===== src/rtl/adpcmb_seq_if.sv =====
// adpcmb_seq ROM fetch port.
// Level request, one-cycle acknowledge with data.
interface adpcmb_seq_if;
  logic        rom_req;
  logic [23:0] rom_addr;
  logic        rom_ok;
  logic [7:0]  rom_data;

  modport master (
    output rom_req,
    output rom_addr,
    input  rom_ok,
    input  rom_data
  );

  modport slave (
    input  rom_req,
    input  rom_addr,
    output rom_ok,
    output rom_data
  );
endinterface


===== src/rtl/adpcmb_seq.sv =====
// ADPCM-B sample sequencer: ROM fetch, nibble split,
// delta-N pacing and adv spacing for the decoder pipe.
module adpcmb_seq #(
  parameter int ADV_GAP = 6
) (
  input  logic         clk,
  input  logic         rst_n,
  input  logic         cen,
  input  logic         start,
  input  logic         stop,
  input  logic [15:0]  start_addr,
  input  logic [15:0]  end_addr,
  input  logic [15:0]  delta_n,
  input  logic         repeat_en,
  input  logic         flag_clr,
  adpcmb_seq_if.master rom,
  output logic [3:0]   data,
  output logic         adv,
  output logic         clr,
  output logic         chon,
  output logic         eos,
  output logic         overrun
);

  typedef enum logic [1:0] {
    IDLE,
    FILL,
    RUN
  } state_t;

  localparam logic [3:0] GAP_LD = 4'(ADV_GAP - 1);

  state_t      state_q;
  state_t      state_n;

  logic [15:0] sa_q;
  logic [15:0] ea_q;
  logic        rep_q;
  logic [24:0] np_q;
  logic [15:0] acc_q;
  logic        tok_q;
  logic [3:0]  gap_q;
  logic        endp_q;

  logic [7:0]  cur_q;
  logic [7:0]  nxt_q;
  logic        cur_v_q;
  logic        nxt_v_q;
  logic [23:0] fptr_q;
  logic        fdone_q;
  logic        req_q;

  logic [7:0]  cur_n;
  logic [7:0]  nxt_n;
  logic        cur_vn;
  logic        nxt_vn;
  logic [23:0] fptr_n;
  logic        fdone_n;
  logic        req_n;

  logic [16:0] acc_sum;
  logic        carry_t;
  logic        issue;
  logic        last;
  logic        wrap;
  logic        finish;
  logic        flush;
  logic        take;
  logic [23:0] start_byte;
  logic [23:0] end_byte;

  assign rom.rom_req  = req_q;
  assign rom.rom_addr = fptr_q;
  assign chon         = (state_q != IDLE);

  assign start_byte = {sa_q, 8'h00};
  assign end_byte   = {ea_q, 8'hFF};

  assign acc_sum = {1'b0, acc_q} + {1'b0, delta_n};
  assign carry_t = cen && chon && acc_sum[16];

  assign issue = cen && (state_q == RUN)
              && tok_q && cur_v_q
              && (gap_q == 4'd0) && !endp_q
              && !start && !stop;

  assign last   = issue && (np_q == {ea_q, 9'h1FF});
  assign wrap   = last && rep_q;
  assign finish = cen && endp_q && (state_q == RUN);
  assign flush  = start || stop || wrap;
  assign take   = req_q && rom.rom_ok && !flush;

  // state register
  always_ff @(posedge clk or negedge rst_n) begin
    if (!rst_n) state_q <= IDLE;
    else        state_q <= state_n;
  end

  // next state: key-on/off first, then fill/run/end
  always_comb begin
    state_n = state_q;
    if (start) begin
      state_n = FILL;
    end else if (stop) begin
      state_n = IDLE;
    end else begin
      unique case (state_q)
        IDLE: state_n = IDLE;
        FILL: if (cur_vn) state_n = RUN;
        RUN: begin
          if (wrap)        state_n = FILL;
          else if (finish) state_n = IDLE;
        end
        default: state_n = IDLE;
      endcase
    end
  end

  // byte buffers and fetch pointer next values
  always_comb begin
    cur_n   = cur_q;
    nxt_n   = nxt_q;
    cur_vn  = cur_v_q;
    nxt_vn  = nxt_v_q;
    fptr_n  = fptr_q;
    fdone_n = fdone_q;
    if (issue && np_q[0]) begin
      cur_n  = nxt_q;
      cur_vn = nxt_v_q;
      nxt_vn = 1'b0;
    end
    if (take) begin
      if (!cur_vn) begin
        cur_n  = rom.rom_data;
        cur_vn = 1'b1;
      end else begin
        nxt_n  = rom.rom_data;
        nxt_vn = 1'b1;
      end
      if (fptr_q == end_byte) begin
        if (rep_q) fptr_n = start_byte;
        else       fdone_n = 1'b1;
      end else begin
        fptr_n = fptr_q + 24'd1;
      end
    end
    if (flush) begin
      cur_vn  = 1'b0;
      nxt_vn  = 1'b0;
      fdone_n = 1'b0;
      fptr_n  = start ? {start_addr, 8'h00}
                      : start_byte;
    end
  end

  // request drops for a cycle on flush so the
  // address never moves under a live request
  assign req_n = (state_n != IDLE) && !fdone_n
              && !(cur_vn && nxt_vn) && !flush;

  // fetch engine registers
  always_ff @(posedge clk or negedge rst_n) begin
    if (!rst_n) begin
      cur_q   <= 8'h00;
      nxt_q   <= 8'h00;
      cur_v_q <= 1'b0;
      nxt_v_q <= 1'b0;
      fptr_q  <= 24'h0;
      fdone_q <= 1'b0;
      req_q   <= 1'b0;
    end else begin
      cur_q   <= cur_n;
      nxt_q   <= nxt_n;
      cur_v_q <= cur_vn;
      nxt_v_q <= nxt_vn;
      fptr_q  <= fptr_n;
      fdone_q <= fdone_n;
      req_q   <= req_n;
    end
  end

  // channel parameters latched on key-on
  always_ff @(posedge clk or negedge rst_n) begin
    if (!rst_n) begin
      sa_q  <= 16'h0;
      ea_q  <= 16'h0;
      rep_q <= 1'b0;
    end else if (start) begin
      sa_q  <= start_addr;
      ea_q  <= end_addr;
      rep_q <= repeat_en;
    end
  end

  // nibble pointer
  always_ff @(posedge clk or negedge rst_n) begin
    if (!rst_n)     np_q <= 25'h0;
    else if (start) np_q <= {start_addr, 9'h0};
    else if (wrap)  np_q <= {sa_q, 9'h0};
    else if (issue) np_q <= np_q + 25'd1;
  end

  // phase accumulator, pending token, gap counter
  always_ff @(posedge clk or negedge rst_n) begin
    if (!rst_n) begin
      acc_q <= 16'h0;
      tok_q <= 1'b0;
      gap_q <= 4'd0;
    end else if (start) begin
      acc_q <= 16'h0;
      tok_q <= 1'b0;
      gap_q <= 4'd0;
    end else if (cen) begin
      if (chon) acc_q <= acc_sum[15:0];
      tok_q <= (tok_q && !issue) || carry_t;
      if (issue)               gap_q <= GAP_LD;
      else if (gap_q != 4'd0)  gap_q <= gap_q - 4'd1;
    end
  end

  // end-of-sample pending: leave RUN on the next cen
  always_ff @(posedge clk or negedge rst_n) begin
    if (!rst_n)                 endp_q <= 1'b0;
    else if (start || stop)     endp_q <= 1'b0;
    else if (last && !rep_q)    endp_q <= 1'b1;
    else if (finish)            endp_q <= 1'b0;
  end

  // decoder outputs, registered on cen
  always_ff @(posedge clk or negedge rst_n) begin
    if (!rst_n) begin
      adv  <= 1'b0;
      data <= 4'h0;
    end else if (start || stop) begin
      adv  <= 1'b0;
    end else if (cen) begin
      adv <= issue;
      if (issue) data <= np_q[0] ? cur_q[3:0]
                                 : cur_q[7:4];
    end
  end

  // decoder clear, one clk after key-on or loop
  always_ff @(posedge clk or negedge rst_n) begin
    if (!rst_n) clr <= 1'b0;
    else        clr <= start || wrap;
  end

  // sticky flags; setting beats clearing
  always_ff @(posedge clk or negedge rst_n) begin
    if (!rst_n) begin
      eos     <= 1'b0;
      overrun <= 1'b0;
    end else begin
      if (last)          eos <= 1'b1;
      else if (flag_clr) eos <= 1'b0;
      if (carry_t && tok_q && !issue) overrun <= 1'b1;
      else if (flag_clr)              overrun <= 1'b0;
    end
  end

endmodule


===== src/flat_wrapper.sv =====
// flat-port wrapper written by rule: the top's interface ports become plain ports
module adpcmb_seq_flat 
#(
  parameter int ADV_GAP = 6
)
  (clk, rst_n, cen, start, stop, start_addr, end_addr, delta_n, repeat_en, flag_clr, data, adv, clr, chon, eos, overrun, rom_rom_req, rom_rom_addr, rom_rom_ok, rom_rom_data);
  adpcmb_seq_if rom_i ();
  input  logic clk;
  input  logic rst_n;
  input  logic cen;
  input  logic start;
  input  logic stop;
  input  logic [15:0] start_addr;
  input  logic [15:0] end_addr;
  input  logic [15:0] delta_n;
  input  logic repeat_en;
  input  logic flag_clr;
  output logic [3:0] data;
  output logic adv;
  output logic clr;
  output logic chon;
  output logic eos;
  output logic overrun;
  output wire logic [$bits(rom_i.rom_req)-1:0] rom_rom_req;
  output wire logic [$bits(rom_i.rom_addr)-1:0] rom_rom_addr;
  input wire logic [$bits(rom_i.rom_ok)-1:0] rom_rom_ok;
  input wire logic [$bits(rom_i.rom_data)-1:0] rom_rom_data;
  assign rom_rom_req = rom_i.rom_req;
  assign rom_rom_addr = rom_i.rom_addr;
  assign rom_i.rom_ok = rom_rom_ok;
  assign rom_i.rom_data = rom_rom_data;
  adpcmb_seq #(.ADV_GAP(ADV_GAP)) u_core (.clk(clk), .rst_n(rst_n), .cen(cen), .start(start), .stop(stop), .start_addr(start_addr), .end_addr(end_addr), .delta_n(delta_n), .repeat_en(repeat_en), .flag_clr(flag_clr), .rom(rom_i), .data(data), .adv(adv), .clr(clr), .chon(chon), .eos(eos), .overrun(overrun));
endmodule

===== config.mk =====
export PLATFORM = sky130hd
export DESIGN_NAME = adpcmb_seq_flat
export DESIGN_NICKNAME = d
export VERILOG_FILES = /design/src/rtl/adpcmb_seq_if.sv /design/src/rtl/adpcmb_seq.sv /design/src/flat_wrapper.sv
export SDC_FILE = /design/constraint.sdc
export NUM_CORES = 1
export LEC_CHECK = 0
export BUFFER_PORTS_ARGS = -buffer_cell sky130_fd_sc_hd__buf_4
export CORE_MARGIN = 2
export CORE_UTILIZATION = 25
export CTS_CLUSTER_SIZE = 14
export DETAILED_ROUTE_END_ITERATION = 8
export PLACE_DENSITY = 0.48
export SYNTH_ARGS = -nofsm -noshare
export SYNTH_HDL_FRONTEND = slang
export SYNTH_SLANG_ARGS = --single-unit

===== constraint.sdc =====
create_clock -name clk -period 2.9 [get_ports clk]
set_input_delay 0 -clock clk [delete_from_list [all_inputs] [get_ports clk]]
set_output_delay 0 -clock clk [all_outputs]
set_load 0.02 [all_outputs]

==> metrics.md <==
| Metric | Value |
|---|---|
| Nets | `1081` |
| Synth async-reset ratio | `1.00` |
| Layout cells sized above 1 | `0.214` |
| Crit path arrival time | `3.02 ns` |
| Startpoint Class | `flop` |
| Slowest cell on the critical path | `mux2_2` |
| Fillers | `3211` |
| DPL Wire Length | `about 17000 um` |
| Fmax | `~370 MHz` |
| Die X | `about 180 um` |
| Cell area after synthesis | `7900 um^2` |
| RSZ-0062 raised after global routing | `false` |
| CP required | `~3.2 ns` |
| Drt via density | `slightly below 5` |
| Setup crit end kind | `flop` |
| Critical Path Fanout Max | `25` |
| Min cycle time layout | `2.73 ns` |
| Area of the multi-input gates | `4250 um^2` |
| Reg area | `3350 um^2` |
| Max Transition Viols Final | `0` |
| Clk_skew | `around 0.012 ns` |
| Area leader, netlist | `dfrtp_1` |
| Tot GR Track Use | `0.146` |
| PD cells | `550 nW/um^2` |
| Clock Sinks | `134` |
| Worst-path clk slew | `0.06 ns` |
| Synth area leaders | `dfrtp_1, nand2_1, xnor2_1` |
| H-tree depth | `4` |
| Remaining antenna violation count after routing | `0` |
| Fin crit share | `0.942` |
| Status | `completed` |
| Final Power | `0.00565 W` |
| Ports | `98` |
| Worst skew pair latency | `0.43 ns` |
| Crit path max-delay family | `simple AND/OR/NAND/NOR gates` |
| Die H | `182 um` |
| Initial core utilization | `0.252` |
| VDD IR max | `0.358 mV` |
| Worst-margin pin slew | `0.653 ns` |
| Wire length per cell | `17.1 um` |
| CTS tree | `built` |
| First-pass GRT wire length | `37700 um` |
| Crit path cell chain | `inv_1 -> ha_1 -> or3b_4 -> nor4_4 -> and3_1 -> nand3_4 -> mux2_2 -> a22oi_1 -> o21ai_1` |
| Leakage | `between 4 and 5 nW` |
| Final count of hold timing violations | `0` |
| DR vias | `6787` |
| DRT iter0 DRCs | `approximately 430` |
| Post-Synthesis Net Count | `929` |
| Most common cell in the synthesized netlist | `dfrtp_1` |
| Number of flops mapped to enable cells by yosys | `0` |
| Layout Utilization | `0.328` |
| Initial antenna violation count | `0` |
| Area grow syn2layout | `30.2%` |
| DRC viols | `0` |
| Post-CTS Setup Repair Bufs | `0` |
| Root Driver | `clkbuf_16` |
| Hold WS | `around 0.023 ns` |
| Gr ovfl total | `0` |
| Largest net degree at the start of global routing | `62` |
| Post-synthesis register bit count | `134` |
| Register area share after synthesis | `0.424` |
| Slew HR | `0.564` |
| Die area | `33000 um^2` |
| Total core area | `31300 um^2` |
| Top FF cell, synth | `dfrtp_1` |
| Drt first pass iters | `4` |
| Final setup violation count | `0` |
| Final wirelength | `24100 um` |
| Worst Path Buf+Inv | `1` |
| Crit-path max cell delay | `0.42 ns` |
| CP Class | `flop to flop` |
| Yosys cell types | `between 70 and 80` |
| Post-Syn Area per Cell | `9.40 um^2` |
| CTS Buffer Depth | `2` |
| Hold Path Class | `input pin to flop` |
| Number of inserted diodes | `0` |
| Synth top area share | `0.424` |
| Gpl congestion | `0.829` |
| Port Buf Inserts | `97` |
| TritonCTS buffer count | `17` |
| Max capacitance violation total | `0` |
| Top cells by count, synth | `dfrtp_1, nand2_1, nor2_1` |
| Setup TNS | `0 ns` |
| # rows | `65` |
| Yosys warning count | `0` |
| Vias in the first global route | `6769` |
| Synth Instances | `841` |
## timing repair
| action | 4_1_cts | 5_1_grt |
|---|---|---|
| hold endpoints to repair | 125 | 0 |
| hold buffers | 47 | 0 |
| endpoints found under the setup margin | 0 | 14 |
| resized for setup | 0 | 3 |
## state kept, by name, summed over array words and instances, names as in the netlist
name                 count
u_core.np_q             25
u_core.rom.rom_addr     24
u_core.acc_q            16
u_core.ea_q             16
u_core.sa_q             16
u_core.cur_q             8
u_core.nxt_q             8
u_core.data              4
u_core.gap_q             4
u_core.state_q           2
u_core.adv               1
u_core.clr               1
u_core.cur_v_q           1
u_core.endp_q            1
u_core.eos               1
u_core.fdone_q           1
u_core.nxt_v_q           1
u_core.overrun           1
u_core.rep_q             1
u_core.rom.rom_req       1
u_core.tok_q             1
## path summary, 6_finish.rpt
| check | start | endpoint | slack, ns | depth (start not counted) |
|---|---|---|---|---|
| setup reg to reg | u_core.gap_q[0] | u_core.np_q[19] | 0.17 | 9 |
| setup / recovery | u_core.gap_q[0] | u_core.np_q[19] | 0.17 | 9 |
| hold / removal | delta_n[1] | u_core.acc_q[1] | 0.02 | 4 |
| hold reg to reg | u_core.fdone_q | u_core.fdone_q | 0.49 | 2 |
| max in group asynchronous | rst_n | u_core.np_q[1] | 2.04 | 3 |
| min in group asynchronous | rst_n | u_core.acc_q[12] | 0.08 | 2 |
## cell usage in the layout, fill, tap and decap left out, types with 3 or more instances in the layout
master         count
clkinv_2           3
nor4_1            14
mux2i_1           22
o21ai_0           44
a22o_1             3
dfrtp_1          134
and4_1             3
o21bai_1           5
nor2_1            63
and3_1            14
nor3_1             7
buf_4            125
nor2b_1            3
inv_1             35
bufinv_16          4
and2_1             3
a31oi_1           15
dlygate4sd3_1     47
o22ai_1           17
mux2_4             8
nand3_1           33
a21o_1             7
clkbuf_16         17
xnor2_1           37
a311oi_1           3
o31ai_1            4
o21a_1             4
a211oi_1           5
nand4_1           19
a21oi_1           56
mux2_2            27
xor2_1            32
a211o_1            7
ha_1              23
nand2_1          105
## worst reg2reg max path: cells and delay by family, from the launching register on
kind	cells	cell delay (ns)
AOI/OAI and AO/OA	2	0.32
adders and majority gates	1	0.14
buffers and inverters	1	0.10
DFF	1	0.39
muxes	1	0.42
and+or+nand+nor	4	1.23
## power breakdown
group          internal, W  switching [W]  total, W
Combinational     0.000533       0.000607   0.00114
Sequential         0.00204       0.000221   0.00226
Clock              0.00141       0.000833   0.00225
Total              0.00399        0.00166   0.00565
## metal layers
layer / GRT usage / wire (um)
met1: 0.199 / 11500
met2: 0.239 / 11400
met3: 0.0239 / 841
met4: 0.0400 / 309
met5: 0 / 0
## final cells by class
cell class | count | area share
multi-input cells | 630 | 0.413
clock inverters | 10 | 0.0155
clock buffers | 18 | 0.0417
well taps | 402 | 0.0489
repair buffers | 175 | 0.142
inverters | 35 | 0.0128
flip-flops and latches | 134 | 0.326
## kinds of logic (layout without fill, tap and decap cells)
logic type | count (synthesis) | after routing | share of synthesized area
flops | 134 | 134 | 0.424
xor+xnor | 70 | 70 | 0.0785
compound gates | 193 | 193 | 0.155
simple gates | 285 | 285 | 0.180
mux | 57 | 57 | 0.0816
fa+ha+maj | 25 | 25 | 0.0402
buf+inv | 77 | 238 | 0.0404
## stage by stage
step	cells	worst slack [ns]	instance area [um^2]
after floorplan	841	0.426	7900
after global placement	1329	0.175	9210
after detailed placement	1329	0.173	9210
after CTS	1404	0.154	10300
after global routing	1404	0.00865	10300
final	1404	0.168	10300
No activity file was read; power rests on OpenSTA's default activity.
